File: src/rtl/multdiv_divider_pkg.sv
// Shared definitions for the multdiv divider: state encoding, default width,
// fixed latency and the two operand patterns that trigger the overflow case.
package multdiv_divider_pkg;

    localparam int DEFAULT_WIDTH = 32;

    // Start edge to result edge: WIDTH iteration edges plus one fix-up edge.
    localparam int LATENCY = DEFAULT_WIDTH + 1;

    localparam logic [DEFAULT_WIDTH-1:0] INT_MIN = 32'h8000_0000;
    localparam logic [DEFAULT_WIDTH-1:0] NEG_ONE = 32'hFFFF_FFFF;

    typedef enum logic [1:0] {
        IDLE = 2'd0,
        RUN  = 2'd1,
        FIX  = 2'd2
    } div_state_e;

endpackage

File: src/rtl/multdiv_divider_div_nr_step.sv
// One combinational non-restoring division step. The partial remainder is
// shifted left with the next dividend bit, then the divisor magnitude is
// subtracted (remainder >= 0) or added (remainder < 0) through a
// generate/propagate carry-lookahead adder whose carry-in selects subtraction.
module multdiv_divider_div_nr_step #(
    parameter int WIDTH = 32
) (
    input  logic signed [WIDTH:0]   rem,
    input  logic        [WIDTH-1:0] div_mag,
    input  logic                    div_bit,
    output logic signed [WIDTH:0]   rem_next,
    output logic                    q_bit
);

    logic             sub;
    logic [WIDTH:0]   shifted;
    logic [WIDTH:0]   op_b;
    logic [WIDTH:0]   gen;
    logic [WIDTH:0]   prop;
    logic [WIDTH:0]   carry;

    assign sub     = ~rem[WIDTH];
    assign shifted = {rem[WIDTH-1:0], div_bit};
    // Subtraction is A + ~B + 1; the +1 enters as carry-in.
    assign op_b    = sub ? ~{1'b0, div_mag} : {1'b0, div_mag};
    assign gen     = shifted & op_b;
    assign prop    = shifted ^ op_b;

    // Carry chain from generate/propagate terms, carry-in = subtract select.
    always_comb begin
        // NOTE: every bit gets a default before the loop so no latch is inferred.
        carry    = '0;
        carry[0] = sub;
        for (int i = 0; i < WIDTH; i++) begin
            carry[i+1] = gen[i] | (prop[i] & carry[i]);
        end
    end

    assign rem_next = prop ^ carry;
    assign q_bit    = ~rem_next[WIDTH];

endmodule

File: src/rtl/multdiv_divider.sv
// Multi-cycle signed divider: magnitudes are divided one quotient bit per
// cycle with non-restoring steps, then the sign is applied and the exception
// cases are substituted on a final fix-up edge. Latency is fixed at WIDTH+1.
module multdiv_divider
    import multdiv_divider_pkg::*;
#(
    parameter int WIDTH = DEFAULT_WIDTH,
    parameter int CNT_W = 6
) (
    input  logic             clock,
    input  logic             reset,
    input  logic             ctrl_DIV,
    input  logic [WIDTH-1:0] data_operandA,
    input  logic [WIDTH-1:0] data_operandB,
    output logic [WIDTH-1:0] data_result,
    output logic             data_exception,
    output logic             data_resultRDY,
    output logic             busy
);

    div_state_e             state;
    div_state_e             state_nxt;
    logic [CNT_W-1:0]       count;
    logic signed [WIDTH:0]  rem_q;
    logic signed [WIDTH:0]  rem_nxt;
    logic [WIDTH-1:0]       dvd_q;
    logic [WIDTH-1:0]       dsr_q;
    logic [WIDTH-1:0]       quot_q;
    logic                   neg_q;
    logic                   zero_q;
    logic                   ovf_q;
    logic                   q_bit;
    logic                   last_step;
    logic [WIDTH-1:0]       a_mag;
    logic [WIDTH-1:0]       b_mag;

    // INT_MIN negates to itself, which read as unsigned is exactly 2^(WIDTH-1).
    assign a_mag     = data_operandA[WIDTH-1] ? -data_operandA : data_operandA;
    assign b_mag     = data_operandB[WIDTH-1] ? -data_operandB : data_operandB;
    assign last_step = (state == RUN) && (count == CNT_W'(WIDTH - 1));

    multdiv_divider_div_nr_step #(.WIDTH(WIDTH)) u_step (
        .rem      (rem_q),
        .div_mag  (dsr_q),
        .div_bit  (dvd_q[WIDTH-1]),
        .rem_next (rem_nxt),
        .q_bit    (q_bit)
    );

    // State register.
    always_ff @(posedge clock or posedge reset) begin
        if (reset) begin
            state <= IDLE;
        end else begin
            // NOTE: sequential state uses non-blocking assignment so every
            // register samples pre-edge values regardless of statement order.
            state <= state_nxt;
        end
    end

    // Next state: a start pulse wins from any state, including FIX.
    always_comb begin
        state_nxt = state;
        if (ctrl_DIV) begin
            state_nxt = RUN;
        end else begin
            unique case (state)
                IDLE:    state_nxt = IDLE;
                RUN:     state_nxt = last_step ? FIX : RUN;
                FIX:     state_nxt = IDLE;
                default: state_nxt = IDLE;
            endcase
        end
    end

    // Output decode: an operation is in flight in RUN and FIX.
    always_comb begin
        busy = (state != IDLE);
    end

    // Datapath: operand capture, iteration, and registered result fix-up.
    always_ff @(posedge clock or posedge reset) begin
        if (reset) begin
            count          <= '0;
            rem_q          <= '0;
            dvd_q          <= '0;
            dsr_q          <= '0;
            quot_q         <= '0;
            neg_q          <= 1'b0;
            zero_q         <= 1'b0;
            ovf_q          <= 1'b0;
            data_result    <= '0;
            data_exception <= 1'b0;
            data_resultRDY <= 1'b0;
        end else begin
            data_resultRDY <= (state == FIX);

            // Finishing operation is reported even if a new one starts now.
            if (state == FIX) begin
                if (zero_q) begin
                    data_result <= '0;
                end else if (ovf_q) begin
                    data_result <= INT_MIN;
                end else begin
                    data_result <= neg_q ? -quot_q : quot_q;
                end
                data_exception <= zero_q | ovf_q;
            end

            if (ctrl_DIV) begin
                dvd_q  <= a_mag;
                dsr_q  <= b_mag;
                neg_q  <= data_operandA[WIDTH-1] ^ data_operandB[WIDTH-1];
                zero_q <= (data_operandB == '0);
                ovf_q  <= (data_operandA == INT_MIN) && (data_operandB == NEG_ONE);
                rem_q  <= '0;
                quot_q <= '0;
                count  <= '0;
            end else if (state == RUN) begin
                rem_q  <= rem_nxt;
                dvd_q  <= {dvd_q[WIDTH-2:0], 1'b0};
                quot_q <= {quot_q[WIDTH-2:0], q_bit};
                count  <= count + CNT_W'(1);
            end
        end
    end

endmodule

File: config.mk
export PLATFORM = sky130hd
export DESIGN_NAME = multdiv_divider
export DESIGN_NICKNAME = d
export VERILOG_FILES = /design/src/rtl/multdiv_divider_pkg.sv /design/src/rtl/multdiv_divider_div_nr_step.sv /design/src/rtl/multdiv_divider.sv
export SDC_FILE = /design/constraint.sdc
export NUM_CORES = 1
export LEC_CHECK = 0
export ABC_CLOCK_PERIOD_IN_PS = 15100
export BUFFER_PORTS_ARGS = -buffer_cell sky130_fd_sc_hd__buf_4
export CAP_MARGIN = 20
export CORE_MARGIN = 5
export CORE_UTILIZATION = 40
export DETAILED_ROUTE_END_ITERATION = 6
export PLACE_DENSITY = 0.63
export SYNTH_ARGS = -nofsm -noshare
export SYNTH_HDL_FRONTEND = slang
export SYNTH_SLANG_ARGS = --single-unit
File: constraint.sdc
create_clock -name clock -period 15.1 [get_ports clock]
set_input_delay 2.265 -clock clock [delete_from_list [all_inputs] [get_ports clock]]
set_output_delay 2.265 -clock clock [all_outputs]
set_load 0.005 [all_outputs]
==> impl_metrics.ini, run 1 <==
[power_and_ir_drop]
p_per_area_nw_per_um2 = 126.9
p_leak_nw = 5.014
ir_drop_v = 0.00007277

[logic_synthesis]
syn_inst = 1066
synth_seq_cells = 174
ys_seq_area_share_pct = 43.59
netlist_top_cells_area = dfrtp_1 44%, xor2_1 7.7%, nand2_1 7.3%, a21oi_1 6.3%, fa_1 6.2%
syn_nets = 1169
synthMostInstantiatedCell = nand2_1
synth_top_cell_area_share_pct = 43.59
async_flop_share_pct = 100.0
yosysUniqueCellTypes = 43
yosysTopAreaCell = dfrtp_1
synth.avg_cell_area_um2 = 9.371
ys.flop_type = dfrtp_1
synthTopCellsByCount = 195 x nand2_1, 174 x dfrtp_1, 125 x a21oi_1
synth_area_um2 = 9990
synth_edf_count = 0
ys_warn_count = 0

[cts]
cts_inserted_buffers = 17
postCtsSetupRepairBufs = 0
cts.repair.resized = 0
ctsHtreeMaxLevel = 4
cts-root-buf = clkbuf_16
cts_tree = done
clkTransAtPathRegs_ns = 0.07
clkLatencyLatePin_ns = 0.43
cts_hold_buf = 0
clock_sinks = 174
clockBufferDepth = 2

[global_route]
antenna_found_initial = 0
grt_max_degree = 127
first_global_vias = 7562
grt-ovfl-total = 0
grt_pass1_wl_mm = 37.42
track_usage_pct = 15.81

[floorplan]
fp.dieH_um = 168.0
core_um2 = 24460
start_util_pct = 40.84
io_pins = 102
rows = 57
die_area_um2 = 28230
die_w_um = 168.0

[setup_path]
cp_num_buf_inv = 0
required_ns = 15.44
crit_top_cell = fa_1
cp.arrival_ns = 14.51
critPathSlowestCell = dfrtp_1
crit_fanout = 14
r2r_end = rem_q[32]
critPathCaptureType = flip-flop
max_stage_delay_ns = 0.83
r2r_slack_ns = 0.92
r2r_cells = 35
path_class = reg -> reg
worstReg2RegStart = rem_q[32]
worst_setup_path_start_kind = flip-flop
crit_family = adder cells

[sta]
fin_setup_tns_ns = 0
worst_slew_pin_slew_ns = 1.006
max_freq_mhz = 70.54
finalMaxSlewViolations = 0
timing.final.crit_share_pct = 93.89
fin_hold_ws_ns = 0.4775
hold_viol = 0
grt_setup_unrepaired = no
slew_headroom_pct = 32.72
min_period_ns = 14.18
finClkSkew_ns = 0.009702
setup_viol = 0

[worst_hold_path]
hold_class = reg -> reg
min_to = data_result[2]
hold_start = data_result[2]
hold_depth = 2

[layout]
n_fill_cell = 2350
nets = 1223
syn_to_final_growth_pct = 15.74
final_util_pct = 47.27
diodes = 0
final_cell_area_um2 = 11560
layout-drive-gt1-share_pct = 14.92

[placed_design]
placed_cell_area_um2 = 10920
portBuffers = 101
gp_congestion = 0.7849
dpl.hpwl_mm = 14.43

[routing]
totalWireLength_mm = 22.05
wl_per_cell_um = 15.13
drt-initial-drc-count = 372
drt_pre_antenna_iters = 5
viasPerCell = 5.187
drc_errors = 0
detail-route-antenna-nets = 0
vias = 7557

[run_status]
status = completed

[run]
cap_violations = 0
[registers in the layout, indices dropped and copies added (netlist names)]
name            count
count               6
data_exception      1
data_result        32
data_resultRDY      1
dsr_q              32
dvd_q              32
neg_q               1
ovf_q               1
quot_q             32
rem_q              33
state               2
zero_q              1
[cells by family (layout without fill, tap and decap cells)]
group | count (synthesis) | count (layout) | synth area share, %
AOI/OAI and AO/OA | 270 | 270 | 17.10
xor gates and xnor gates | 127 | 127 | 11.13
adders and majority gates | 36 | 36 | 6.839
buffers and inverters | 90 | 157 | 3.607
DFF | 174 | 174 | 43.59
muxes | 9 | 9 | 0.9144
and+or+nand+nor | 360 | 360 | 16.82
[stage by stage]
stage | total power [mW] | instances | setup WS, ns
2_1_floorplan | 0.9299 | 1066 | 1.450
3_3_place_gp | 1.025 | 1422 | 1.199
3_5_place_dp | 1.042 | 1422 | 1.065
4_1_cts | 1.483 | 1454 | 0.9543
5_1_grt | 1.584 | 1457 | 0.4628
6_report | 1.468 | 1457 | 0.9229
[final cells by class]
cell class	count	area (um^2)	area share [%]
multi-input cells	802	5285	45.71
flip-flops and latches	174	4354	37.66
repair buffers	111	889.6	7.694
clock buffers	19	442.9	3.831
well taps	324	405.4	3.506
clock inverters	13	127.6	1.104
inverters	14	57.56	0.4978
[cell usage in the layout (no fill, tap or decap), drive strengths merged, types with 27 or more instances in the layout]
master	n
a21oi	125
xor2	88
o21ai	60
nand2	195
fa	31
buf	111
nor2	51
xnor2	39
a211oi	27
o41ai	32
dfrtp	174
[tightest hold or removal path, stage by stage, from the launching register on]
cell     delay (ns)
dfrtp_1        0.34
nand2_1        0.05
o21ai_0        0.06
[per-layer routing]
| layer | part of all wire [%] | vias up | wire [um] | track usage [%] |
|---|---|---|---|---|
| li1 | - | 3776 | - | - |
| met1 | 47 | 3634 | 10450 | 21.94 |
| met2 | 48 | 136 | 10580 | 25.82 |
| met3 | 3.8 | 11 | 842 | 2.884 |
| met4 | 0.77 | 0 | 170 | 3.917 |
| met5 | 0 | - | 0 | 0 |
[how the worst max path moves through the flow]
stage	startpoint	end	slack (ns)	cells past startpoint
finish	rem_q[32]	rem_q[32]	0.92	35
global route	rem_q[32]	rem_q[32]	0.46	35
CTS	rem_q[32]	rem_q[32]	0.95	35
detailed placement	rem_q[32]	rem_q[32]	1.07	35
global placement	rem_q[32]	quot_q[0]	1.20	36
floorplan	rem_q[32]	rem_q[32]	1.45	37
[report_power, final]
part	switching, mW	internal (mW)	leakage, nW	total, mW
Clock	0.198	0.236	0.277	0.434
Combinational	0.246	0.208	2.52	0.454
Sequential	0.0536	0.526	2.21	0.580
Power figures use the tool's default switching activity.
==> inputs of run 2 (changes only) <==
--- a/config.mk
+++ b/config.mk
@@ -8,10 +8,12 @@
 export ABC_CLOCK_PERIOD_IN_PS = 15100
 export BUFFER_PORTS_ARGS = -buffer_cell sky130_fd_sc_hd__buf_4
 export CAP_MARGIN = 20
+export CELL_PAD_IN_SITES_DETAIL_PLACEMENT = 0
+export CELL_PAD_IN_SITES_GLOBAL_PLACEMENT = 1
 export CORE_MARGIN = 5
-export CORE_UTILIZATION = 40
+export CORE_UTILIZATION = 46
 export DETAILED_ROUTE_END_ITERATION = 6
-export PLACE_DENSITY = 0.63
+export PLACE_DENSITY = 0.85
 export SYNTH_ARGS = -nofsm -noshare
 export SYNTH_HDL_FRONTEND = slang
 export SYNTH_SLANG_ARGS = --single-unit
==> run 2 against run 1 <==
Utilization up 6.0 points. Non-clock buffer count down 2. Combinational power about the same. Die area down 12%. First-iteration DRC count up 26%. Power up 0.83%. Sequential cell count unchanged. Cell count down 3.2%. Sequential power down 1%.
==> impl_metrics.ini, run 2 (synthesis results as in run 1) <==
[cts]
clkTransAtPathRegs_ns = 0.07
clock_sinks = 174
cts.repair.resized = 0
cts_tree = done
ctsHtreeMaxLevel = 4
cts_inserted_buffers = 17
postCtsSetupRepairBufs = 0
clkLatencyLatePin_ns = 0.42
cts_hold_buf = 0
cts-root-buf = clkbuf_16
clockBufferDepth = 2

[floorplan]
start_util_pct = 46.20
core_um2 = 21620
die_w_um = 157.4
io_pins = 102
die_area_um2 = 24760
fp.dieH_um = 157.4
rows = 54

[sta]
finClkSkew_ns = 0.01071
worst_slew_pin_slew_ns = 1.062
slew_headroom_pct = 29.22
max_freq_mhz = 72.83
grt_setup_unrepaired = no
fin_setup_tns_ns = 0
finalMaxSlewViolations = 0
fin_hold_ws_ns = 0.4590
min_period_ns = 13.73
timing.final.crit_share_pct = 90.93
setup_viol = 0
worst_slack_ns = 1.370
hold_viol = 0

[setup_path]
max_stage_delay_ns = 0.47
crit_fanout = 33
r2r_end = rem_q[32]
crit_top_cell = fa_1
worst_setup_path_start_kind = flip-flop
critPathSlowestCell = buf_4
cp.arrival_ns = 14.06
critPathCaptureType = flip-flop
required_ns = 15.43
r2r_slack_ns = 1.37
worstReg2RegStart = rem_q[32]
r2r_cells = 35
path_class = reg -> reg

[layout]
largest_reg_flops = 33
nets = 1221
layout-drive-gt1-share_pct = 14.85
largest_register = rem_q
register_area_um2 = 4354
multiInputGateArea_um2 = 5285
final_util_pct = 53.24
final_cell_area_um2 = 11510
layout_common_cells = 195 x nand2_1, 174 x dfrtp_1, 125 x a21oi_1
syn_to_final_growth_pct = 15.22
final_common_cell = nand2_1
final_cells = 1411
diodes = 0
n_fill_cell = 2006

[global_route]
first_global_vias = 7479
grt-ovfl-total = 0
antenna_found_initial = 0
grt_pass1_wl_mm = 36.44
track_usage_pct = 17.82
grt_max_degree = 111

[power_and_ir_drop]
p_per_area_nw_per_um2 = 128.6
p_total_mw = 1.480
p_leak_nw = 5.009
ir_drop_v = 0.00006734

[run_status]
status = completed

[worst_hold_path]
hold_class = reg -> reg
hold_depth = 1
hold_start = count[5]
min_to = state[1]

[routing]
viasPerCell = 5.402
detail-route-antenna-nets = 0
wl_per_cell_um = 15.18
vias = 7622
drc_errors = 0
drt_pre_antenna_iters = 5
drt-initial-drc-count = 467
totalWireLength_mm = 21.41

[placed_design]
placed_cells = 1377
placed_cell_area_um2 = 10850
portBuffers = 101
gp_congestion = 0.7932
dpl_worst_slack_ns = 1.442
dpl.hpwl_mm = 13.86

[run]
cap_violations = 0
[run 2: where the power goes]
part | total [mW] | internal, mW | leakage (nW) | switching (mW)
sequential | 0.574 | 0.527 | 2.21 | 0.0476
clock | 0.449 | 0.250 | 0.291 | 0.199
combinational | 0.457 | 0.207 | 2.50 | 0.250
[run 2: routing by layer]
layer,GRT usage [%],up-vias,routed length (um)
li1,-,3773,-
met1,25.14,3710,10150
met2,29.13,125,10320
met3,2.887,14,753
met4,4.056,0,187
met5,0,-,0
[run 2: how the worst max path moves through the flow]
stage,start,cells past startpoint,slack (ns),end
floorplan,rem_q[32],37,1.45,rem_q[32]
global placement,rem_q[32],36,1.59,quot_q[0]
detailed placement,rem_q[32],36,1.44,quot_q[0]
CTS,rem_q[32],35,1.36,rem_q[32]
global route,rem_q[32],36,0.83,quot_q[0]
finish,rem_q[32],35,1.37,rem_q[32]
[run 2: area by class of cell]
class / count / share of cell area (%)
clock inverters: 15 / 1.587
inverters: 14 / 0.5001
well taps: 280 / 3.044
repair buffers: 109 / 7.425
multi-input cells: 802 / 45.92
flip-flops and latches: 174 / 37.83
clock buffers: 17 / 3.696
[run 2: worst max-delay path: cells and delay by family (launching register included)]
kind	cells	cell delay, ns
compound gates	1	0.16
xor+xnor	2	0.35
fa+ha+maj	30	11.99
simple gates	1	0.31
flops	1	0.38
buf+inv	1	0.47
